[src/rtl/frame_codec_pkg.sv]
// Shared constants, state encodings and the byte-wide CRC16 step for frame_codec.
package frame_codec_pkg;

    localparam logic [15:0] CRC16_POLY    = 16'h8005;
    localparam logic [15:0] CRC16_INIT    = 16'hFFFF;
    localparam logic [31:0] DEFAULT_MAGIC = 32'hDABBAD00;

    typedef enum logic [2:0] {
        TX_IDLE = 3'd0,
        TX_HDR  = 3'd1,
        TX_PAY  = 3'd2,
        TX_CRC  = 3'd3,
        TX_GAP  = 3'd4
    } tx_state_t;

    typedef enum logic [1:0] {
        RX_HUNT   = 2'd0,
        RX_PAY    = 2'd1,
        RX_CRC_HI = 2'd2,
        RX_CRC_LO = 2'd3
    } rx_state_t;

    // One byte of CRC16, MSB first, no reflection.
    function automatic logic [15:0] crc16_update(input logic [15:0] crc, input logic [7:0] data);
        logic [15:0] c;
        c = crc ^ {data, 8'h00};
        for (int i = 0; i < 8; i++) begin
            c = c[15] ? ((c << 1) ^ CRC16_POLY) : (c << 1);
        end
        return c;
    endfunction

endpackage

[src/rtl/frame_codec_crc16_byte.sv]
// Combinational CRC16 step: folds one data byte into the running CRC.
module crc16_byte
    import frame_codec_pkg::*;
(
    input  logic [15:0] crc,
    input  logic [7:0]  data,
    output logic [15:0] next_crc
);

    assign next_crc = crc16_update(crc, data);

endmodule

[src/rtl/frame_codec.sv]
// Framed byte codec: TX wraps a payload in MAGIC + CRC16 with an idle gap,
// RX hunts for MAGIC, collects the payload and publishes it only if the CRC matches.
module frame_codec
    import frame_codec_pkg::*;
#(
    parameter int unsigned PAYLOAD_BYTES = 14,
    parameter logic [31:0] MAGIC         = DEFAULT_MAGIC,
    parameter int unsigned GAP_CYCLES    = 2048
) (
    input  logic                       CLK,
    input  logic                       reset,
    input  logic [PAYLOAD_BYTES*8-1:0] tx_payload,
    input  logic                       tx_start,
    output logic                       tx_busy,
    output logic [7:0]                 tx_byte,
    output logic                       tx_byte_valid,
    input  logic                       tx_byte_ready,
    input  logic [7:0]                 rx_byte,
    input  logic                       rx_byte_valid,
    output logic [PAYLOAD_BYTES*8-1:0] rx_payload,
    output logic                       rx_frame_valid,
    output logic [15:0]                rx_frame_count,
    output logic [15:0]                rx_crc_err_count
);

    localparam int unsigned PW        = PAYLOAD_BYTES * 8;
    localparam logic [15:0] LAST_PAY  = 16'(PAYLOAD_BYTES - 1);
    localparam logic [15:0] LAST_GAP  = 16'(GAP_CYCLES - 1);
    localparam logic [15:0] MAGIC_CRC = crc16_update(crc16_update(crc16_update(crc16_update(
                                            CRC16_INIT, MAGIC[31:24]), MAGIC[23:16]), MAGIC[15:8]), MAGIC[7:0]);

    // ---------------- TX ----------------
    tx_state_t     tx_state, tx_state_next;
    logic [15:0]   tx_cnt;
    logic [PW-1:0] tx_shift;
    logic [15:0]   tx_crc, tx_crc_next;
    logic          tx_xfer;

    assign tx_xfer = tx_byte_valid && tx_byte_ready;
    assign tx_busy = (tx_state != TX_IDLE);

    crc16_byte u_tx_crc (.crc(tx_crc), .data(tx_byte), .next_crc(tx_crc_next));

    // TX state register
    always_ff @(posedge CLK or posedge reset) begin
        if (reset) tx_state <= TX_IDLE;
        else       tx_state <= tx_state_next;
    end

    // TX next state: byte phases advance on transfers, the gap on clocks
    always_comb begin
        tx_state_next = tx_state;
        case (tx_state)
            TX_IDLE: if (tx_start)                        tx_state_next = TX_HDR;
            TX_HDR:  if (tx_xfer && tx_cnt == 16'd3)      tx_state_next = TX_PAY;
            TX_PAY:  if (tx_xfer && tx_cnt == LAST_PAY)   tx_state_next = TX_CRC;
            TX_CRC:  if (tx_xfer && tx_cnt == 16'd1)      tx_state_next = TX_GAP;
            TX_GAP:  if (tx_cnt == LAST_GAP)              tx_state_next = TX_IDLE;
            default:                                      tx_state_next = TX_IDLE;
        endcase
    end

    // TX datapath: latch payload, load the next byte on each transfer, fold sent bytes into the CRC
    always_ff @(posedge CLK or posedge reset) begin
        if (reset) begin
            tx_cnt        <= '0;
            tx_shift      <= '0;
            tx_crc        <= '0;
            tx_byte       <= '0;
            tx_byte_valid <= 1'b0;
        end else begin
            case (tx_state)
                TX_IDLE: if (tx_start) begin
                    tx_shift      <= tx_payload;
                    tx_crc        <= CRC16_INIT;
                    tx_byte       <= MAGIC[31:24];
                    tx_byte_valid <= 1'b1;
                    tx_cnt        <= '0;
                end
                TX_HDR: if (tx_xfer) begin
                    tx_crc <= tx_crc_next;
                    if (tx_cnt == 16'd3) begin
                        tx_cnt   <= '0;
                        tx_byte  <= tx_shift[7:0];
                        tx_shift <= tx_shift >> 8;
                    end else begin
                        tx_cnt <= tx_cnt + 16'd1;
                        case (tx_cnt[1:0])
                            2'd0:    tx_byte <= MAGIC[23:16];
                            2'd1:    tx_byte <= MAGIC[15:8];
                            default: tx_byte <= MAGIC[7:0];
                        endcase
                    end
                end
                TX_PAY: if (tx_xfer) begin
                    tx_crc <= tx_crc_next;
                    if (tx_cnt == LAST_PAY) begin
                        tx_cnt  <= '0;
                        tx_byte <= tx_crc_next[15:8];
                    end else begin
                        tx_cnt   <= tx_cnt + 16'd1;
                        tx_byte  <= tx_shift[7:0];
                        tx_shift <= tx_shift >> 8;
                    end
                end
                TX_CRC: if (tx_xfer) begin
                    if (tx_cnt == 16'd0) begin
                        tx_cnt  <= 16'd1;
                        tx_byte <= tx_crc[7:0];
                    end else begin
                        tx_cnt        <= '0;
                        tx_byte       <= '0;
                        tx_byte_valid <= 1'b0;
                    end
                end
                TX_GAP: tx_cnt <= tx_cnt + 16'd1;
                default: ;
            endcase
        end
    end

    // ---------------- RX ----------------
    rx_state_t     rx_state, rx_state_next;
    logic [23:0]   rx_window;   // three previous bytes; with rx_byte forms the 4-byte window
    logic [15:0]   rx_crc, rx_crc_next;
    logic [7:0]    rx_crc_hi;
    logic [15:0]   rx_cnt;
    logic [PW-1:0] rx_shadow, rx_shadow_next;
    logic          rx_hit, rx_crc_ok;

    assign rx_hit    = ({rx_window, rx_byte} == MAGIC);
    assign rx_crc_ok = ({rx_crc_hi, rx_byte} == rx_crc);

    // New bytes enter at the top so byte 0 ends up in the lowest lane
    if (PAYLOAD_BYTES > 1) begin : g_shadow_multi
        assign rx_shadow_next = {rx_byte, rx_shadow[PW-1:8]};
    end else begin : g_shadow_single
        assign rx_shadow_next = rx_byte;
    end

    crc16_byte u_rx_crc (.crc(rx_crc), .data(rx_byte), .next_crc(rx_crc_next));

    // RX state register
    always_ff @(posedge CLK or posedge reset) begin
        if (reset) rx_state <= RX_HUNT;
        else       rx_state <= rx_state_next;
    end

    // RX next state: only valid bytes move the parser
    always_comb begin
        rx_state_next = rx_state;
        if (rx_byte_valid) begin
            case (rx_state)
                RX_HUNT:   if (rx_hit)             rx_state_next = RX_PAY;
                RX_PAY:    if (rx_cnt == LAST_PAY) rx_state_next = RX_CRC_HI;
                RX_CRC_HI:                         rx_state_next = RX_CRC_LO;
                RX_CRC_LO:                         rx_state_next = RX_HUNT;
                default:                           rx_state_next = RX_HUNT;
            endcase
        end
    end

    // RX datapath: window, shadow payload, running CRC, and publish/count at frame end
    always_ff @(posedge CLK or posedge reset) begin
        if (reset) begin
            rx_window        <= '0;
            rx_crc           <= '0;
            rx_crc_hi        <= '0;
            rx_cnt           <= '0;
            rx_shadow        <= '0;
            rx_payload       <= '0;
            rx_frame_valid   <= 1'b0;
            rx_frame_count   <= '0;
            rx_crc_err_count <= '0;
        end else begin
            rx_frame_valid <= 1'b0;
            if (rx_byte_valid) begin
                case (rx_state)
                    RX_HUNT: begin
                        if (rx_hit) begin
                            rx_window <= '0;
                            rx_crc    <= MAGIC_CRC;
                            rx_cnt    <= '0;
                        end else begin
                            rx_window <= {rx_window[15:0], rx_byte};
                        end
                    end
                    RX_PAY: begin
                        rx_shadow <= rx_shadow_next;
                        rx_crc    <= rx_crc_next;
                        rx_cnt    <= rx_cnt + 16'd1;
                    end
                    RX_CRC_HI: rx_crc_hi <= rx_byte;
                    RX_CRC_LO: begin
                        rx_window <= '0;
                        if (rx_crc_ok) begin
                            rx_payload     <= rx_shadow;
                            rx_frame_valid <= 1'b1;
                            rx_frame_count <= rx_frame_count + 16'd1;
                        end else if (rx_crc_err_count != 16'hFFFF) begin
                            rx_crc_err_count <= rx_crc_err_count + 16'd1;
                        end
                    end
                    default: ;
                endcase
            end
        end
    end

endmodule
[config.mk]
export PLATFORM = sky130hd
export DESIGN_NAME = frame_codec
export DESIGN_NICKNAME = d
export VERILOG_FILES = /design/src/rtl/frame_codec_pkg.sv /design/src/rtl/frame_codec_crc16_byte.sv /design/src/rtl/frame_codec.sv
export SDC_FILE = /design/constraint.sdc
export NUM_CORES = 1
export LEC_CHECK = 0
export CAP_MARGIN = 25
export CORE_MARGIN = 1
export CORE_UTILIZATION = 53
export CTS_CLUSTER_DIAMETER = 200
export DETAILED_ROUTE_END_ITERATION = 16
export PLACE_DENSITY = 0.77
export SLEW_MARGIN = 20
export SYNTH_ARGS = -nofsm -noshare
export SYNTH_HDL_FRONTEND = slang
export SYNTH_SLANG_ARGS = --single-unit
[constraint.sdc]
create_clock -name CLK -period 44.1 [get_ports CLK]
set_input_delay 8.82 -clock CLK [delete_from_list [all_inputs] [get_ports CLK]]
set_output_delay 8.82 -clock CLK [all_outputs]
set_load 0.02 [all_outputs]
==> flow_metrics.tcl <==
set metrics [dict create \
    start_kind "input pin" \
    cp.arrival_ns 12.09 \
    p_comb_share_pct 17.1 \
    hpwl_mm 31.2 \
    powerDensity_nw_per_um2 46.8 \
    ir_drop_v 0.0000571 \
    rr_startpoint "tx_cnt[0]" \
    crit_path_end_kind "register" \
    grt_antenna_before_repair 2 \
    ctsHoldBuffers 0 \
    synth_nets 1921 \
    cts_buffers 49 \
    vias 14400 \
    final-seq-area_um2 12000 \
    worst_slack_ns 32.50 \
    nets 2169 \
    synth-edff-count 0 \
    cts_max_path_buffers 3 \
    start_util_pct 54.2 \
    synth_cell_types 61 \
    avgSynthCellArea_um2 11.5 \
    wl_per_cell_um 18.2 \
    max_slew_margin_pct 31.6 \
    reg2reg_to "tx_shift[106]" \
    p_int_w 0.000878 \
    ys_seq_elements 479 \
    multi_input_area_um2 8090 \
    timing.final.crit_share_pct 26.3 \
    holdPathEnd "rx_crc_err_count[7]" \
    status "complete, no violations" \
    syn_to_final_growth_pct 24.2 \
    core_um2 37900 \
    power_switching_w 0.000318 \
    drc 0 \
    wl_mm 47.0 \
    cts_resized 0 \
    rr_worst_depth 9 \
    mappedNetlistArea_um2 20600 \
    total_leakage_power_nw 11.2 \
    slew_violations 0 \
    yosys.area.top_type "dfrtp_1" \
    hp-class "reg -> reg" \
    detail-route-antenna-nets 0 \
    dp_slack_ns 31.75 \
    fill_cells 2746 \
    skew_ns 0.0289 \
    r2r_setup_slack_ns 40.23 \
    setup_tns_ns 0 \
    synth_ff_type "dfrtp_1" \
    cpPeakStageDelay_ns 0.87 \
    fp-row-count 71 \
    fin_crit_ns 11.60 \
    yosysSeqAreaShare_pct 58.3 \
    synth_compound_area_share_pct 7.79 \
    grt_usage_pct 24.1 \
    die_width_um 199 \
    syn_inst 1783 \
    crit_slowest_cell "nor4_1" \
    worstMarginPinSlew_ns 1.03 \
    synthSimpleGateAreaFrac_pct 13.0 \
    p_seq_share_pct 46.3 \
    critPathKind "in -> reg" \
    io_buffers 279 \
    min_from "rx_crc_err_count[7]" \
    die_h_um 199 \
    synth_top_family_by_area "simple AND/OR/NAND/NOR gates" \
    worstPathMaxFanout 64 \
    synth_top_cell_area_share_pct 58.3 \
    viasPerCell 5.58 \
    cp_data_required_time_ns 44.59 \
    die-area_um2 39600 \
    first_pass_iters 5 \
    drt_iter0_markers 1015 \
    finalSetupViolCount 0 \
    p_clk_share_pct 36.6 \
    grt_max_degree 131 \
    timing.fmax_mhz 86.2 \
    hold-path-cell-count 1 \
    root_buffer "clkbuf_16" \
    drive_gt1_share_pct 17.1 \
    cts_setup_buffers 0 \
    synthMuxAreaShare_pct 12.9 \
    synth-xor-area-share_pct 4.61 \
    clkSinkCount 479 \
    cts.htree.levels 2 \
    grt_pass1_vias 14300 \
    hold_viol 0 \
    place_area_um2 23700 \
    gp_congestion 0.957 \
    crit_chain "clkdlybuf4s50_1, xnor2_1, nand4_1, nor4_1, nand3_4, inv_2, buf_4, nand4_1, xnor2_1" \
    critPathTopFamily "simple AND/OR/NAND/NOR gates" \
    maxCapViolCount 0 \
    gr-total-overflow 0 \
    cts_tree "yes" \
    clock_latency_ns 0.59 \
    async_flop_share_pct 100 \
    synthAdderAreaFrac_pct 0.791 \
    finalInstanceArea_um2 25500 \
    grt_pass1_wl_mm 75.4 \
    rsz0062_at_grt "false" \
    synth_warnings 0 \
    clkSlewWorstSetupHoldPaths_ns 0.06 \
    crit_buf_inv 3 \
    synth.area.top_cells "dfrtp_1 (58%), mux2_2 (13%), nand2_1 (4.7%)" \
    p_sw_share_pct 26.6 \
    io_pins 280 \
]
synthesized netlist by cell type, drive strengths merged (2+ instances only):
master and number:
a22o 29, o31ai 5, o21a 4, xnor2 79, clkbuf 58, o22a 8, nand4 22, a21oi 26
a211oi 3, dfrtp 479, o21bai 4, or4bb 3, inv 21, nor3b 4, a21o 3, nand2b 7
nand2 258, xor2 19, buf 42, nor2 169, nand4b 5, mux2 235, xnor3 4, a31oi 117
or3 8, and3b 2, ha 13, or4b 3, nor4 9, a22oi 3, or4 7, a221oi 3
o21ai 36, and2 4, and4 6, and3 16, nand3 41, nor3 9, nor2b 7
per-layer routing:
layer	vias up	wire, um	GRT usage (%)
li1	6740	-	-
met1	7207	19800	31.9
met2	384	23300	40.0
met3	77	2710	4.48
met4	0	1210	8.26
met5	-	0	0
worst register-to-register path, cell delays in order (launching register included):
cell and delay [ns]:
dfrtp_1 0.43, ha_1 0.30, or4b_1 0.52, nor4_4 0.33, nor2_2 0.19, nor3b_4 0.21, buf_4 0.67, buf_6 0.77
nand3_1 0.26, o21ai_1 0.12
power groups by stage:
stage               Combinational, W  Clock (W)  Sequential (W)
global route                0.000223   0.000463        0.000561
detailed placement          0.000202          0        0.000560
global placement            0.000195          0        0.000556
finish                      0.000204   0.000438        0.000553
CTS                         0.000205   0.000447        0.000553
floorplan                   0.000156          0        0.000542
cell families (layout without fill, tap and decap cells):
group	Yosys count	after routing
flops	479	479
buf+inv	121	408
mux	236	236
fa+ha+maj	13	13
other cells	0	3
compound gates	246	246
simple gates	586	586
xor+xnor	102	102
stage by stage:
step / total power, W / utilization (%) / hold WS [ns] / instances
after global routing: 0.00125 / 67.3 / 0.512 / 2583
after floorplan: 0.000697 / - / 0.464 / 1783
final: 0.00120 / 67.3 / 0.495 / 2584
after detailed placement: 0.000762 / 62.5 / 0.478 / 2488
after CTS: 0.00121 / 67.1 / 0.494 / 2578
after global placement: 0.000751 / 62.5 / 0.456 / 2488
cells in the final DEF (no fill, tap or decap), drive strengths merged, types with 16 or more instances in the layout:
master / instances
a21oi: 26
a22o: 29
a31oi: 117
and3: 16
buf: 18
clkbuf: 74
clkdlybuf4s50: 279
dfrtp: 479
inv: 23
mux2: 235
nand2: 258
nand3: 41
nand4: 22
nor2: 169
o21ai: 36
xnor2: 79
xor2: 19
sequential cells by signal, summed over array words and instances (netlist names), 16 cells and up:
signal / cells
rx_crc_err_count: 16
tx_crc: 16
rx_frame_count: 16
rx_window: 24
rx_shadow: 112
rx_payload: 112
tx_shift: 112
rx_crc: 16
tx_cnt: 16
rx_cnt: 16
worst max-delay path by stage:
stage	startpoint	to	slack (ns)	depth (start not counted)
final	rx_byte[5]	rx_frame_count[6]	32.50	9
after global routing	rx_byte[7]	rx_cnt[6]	32.27	7
after CTS	tx_byte_ready	tx_shift[72]	32.37	8
after detailed placement	tx_byte_ready	tx_shift[95]	31.75	8
after global placement	tx_byte_ready	tx_shift[104]	31.84	9
after floorplan	reset	rx_cnt[0]	21.92	1
area by class of cell:
| class | count | share of cell area (%) |
|---|---|---|
| clock inverter | 16 | 1.08 |
| clock buffer | 74 | 5.76 |
| antenna | 3 | 0.0294 |
| sequential | 479 | 46.9 |
| inverter | 21 | 0.338 |
| multi-input combinational | 1183 | 31.7 |
| tap | 511 | 2.50 |
| timing repair buffer | 297 | 11.6 |
No activity file was read; power rests on OpenSTA's default activity.
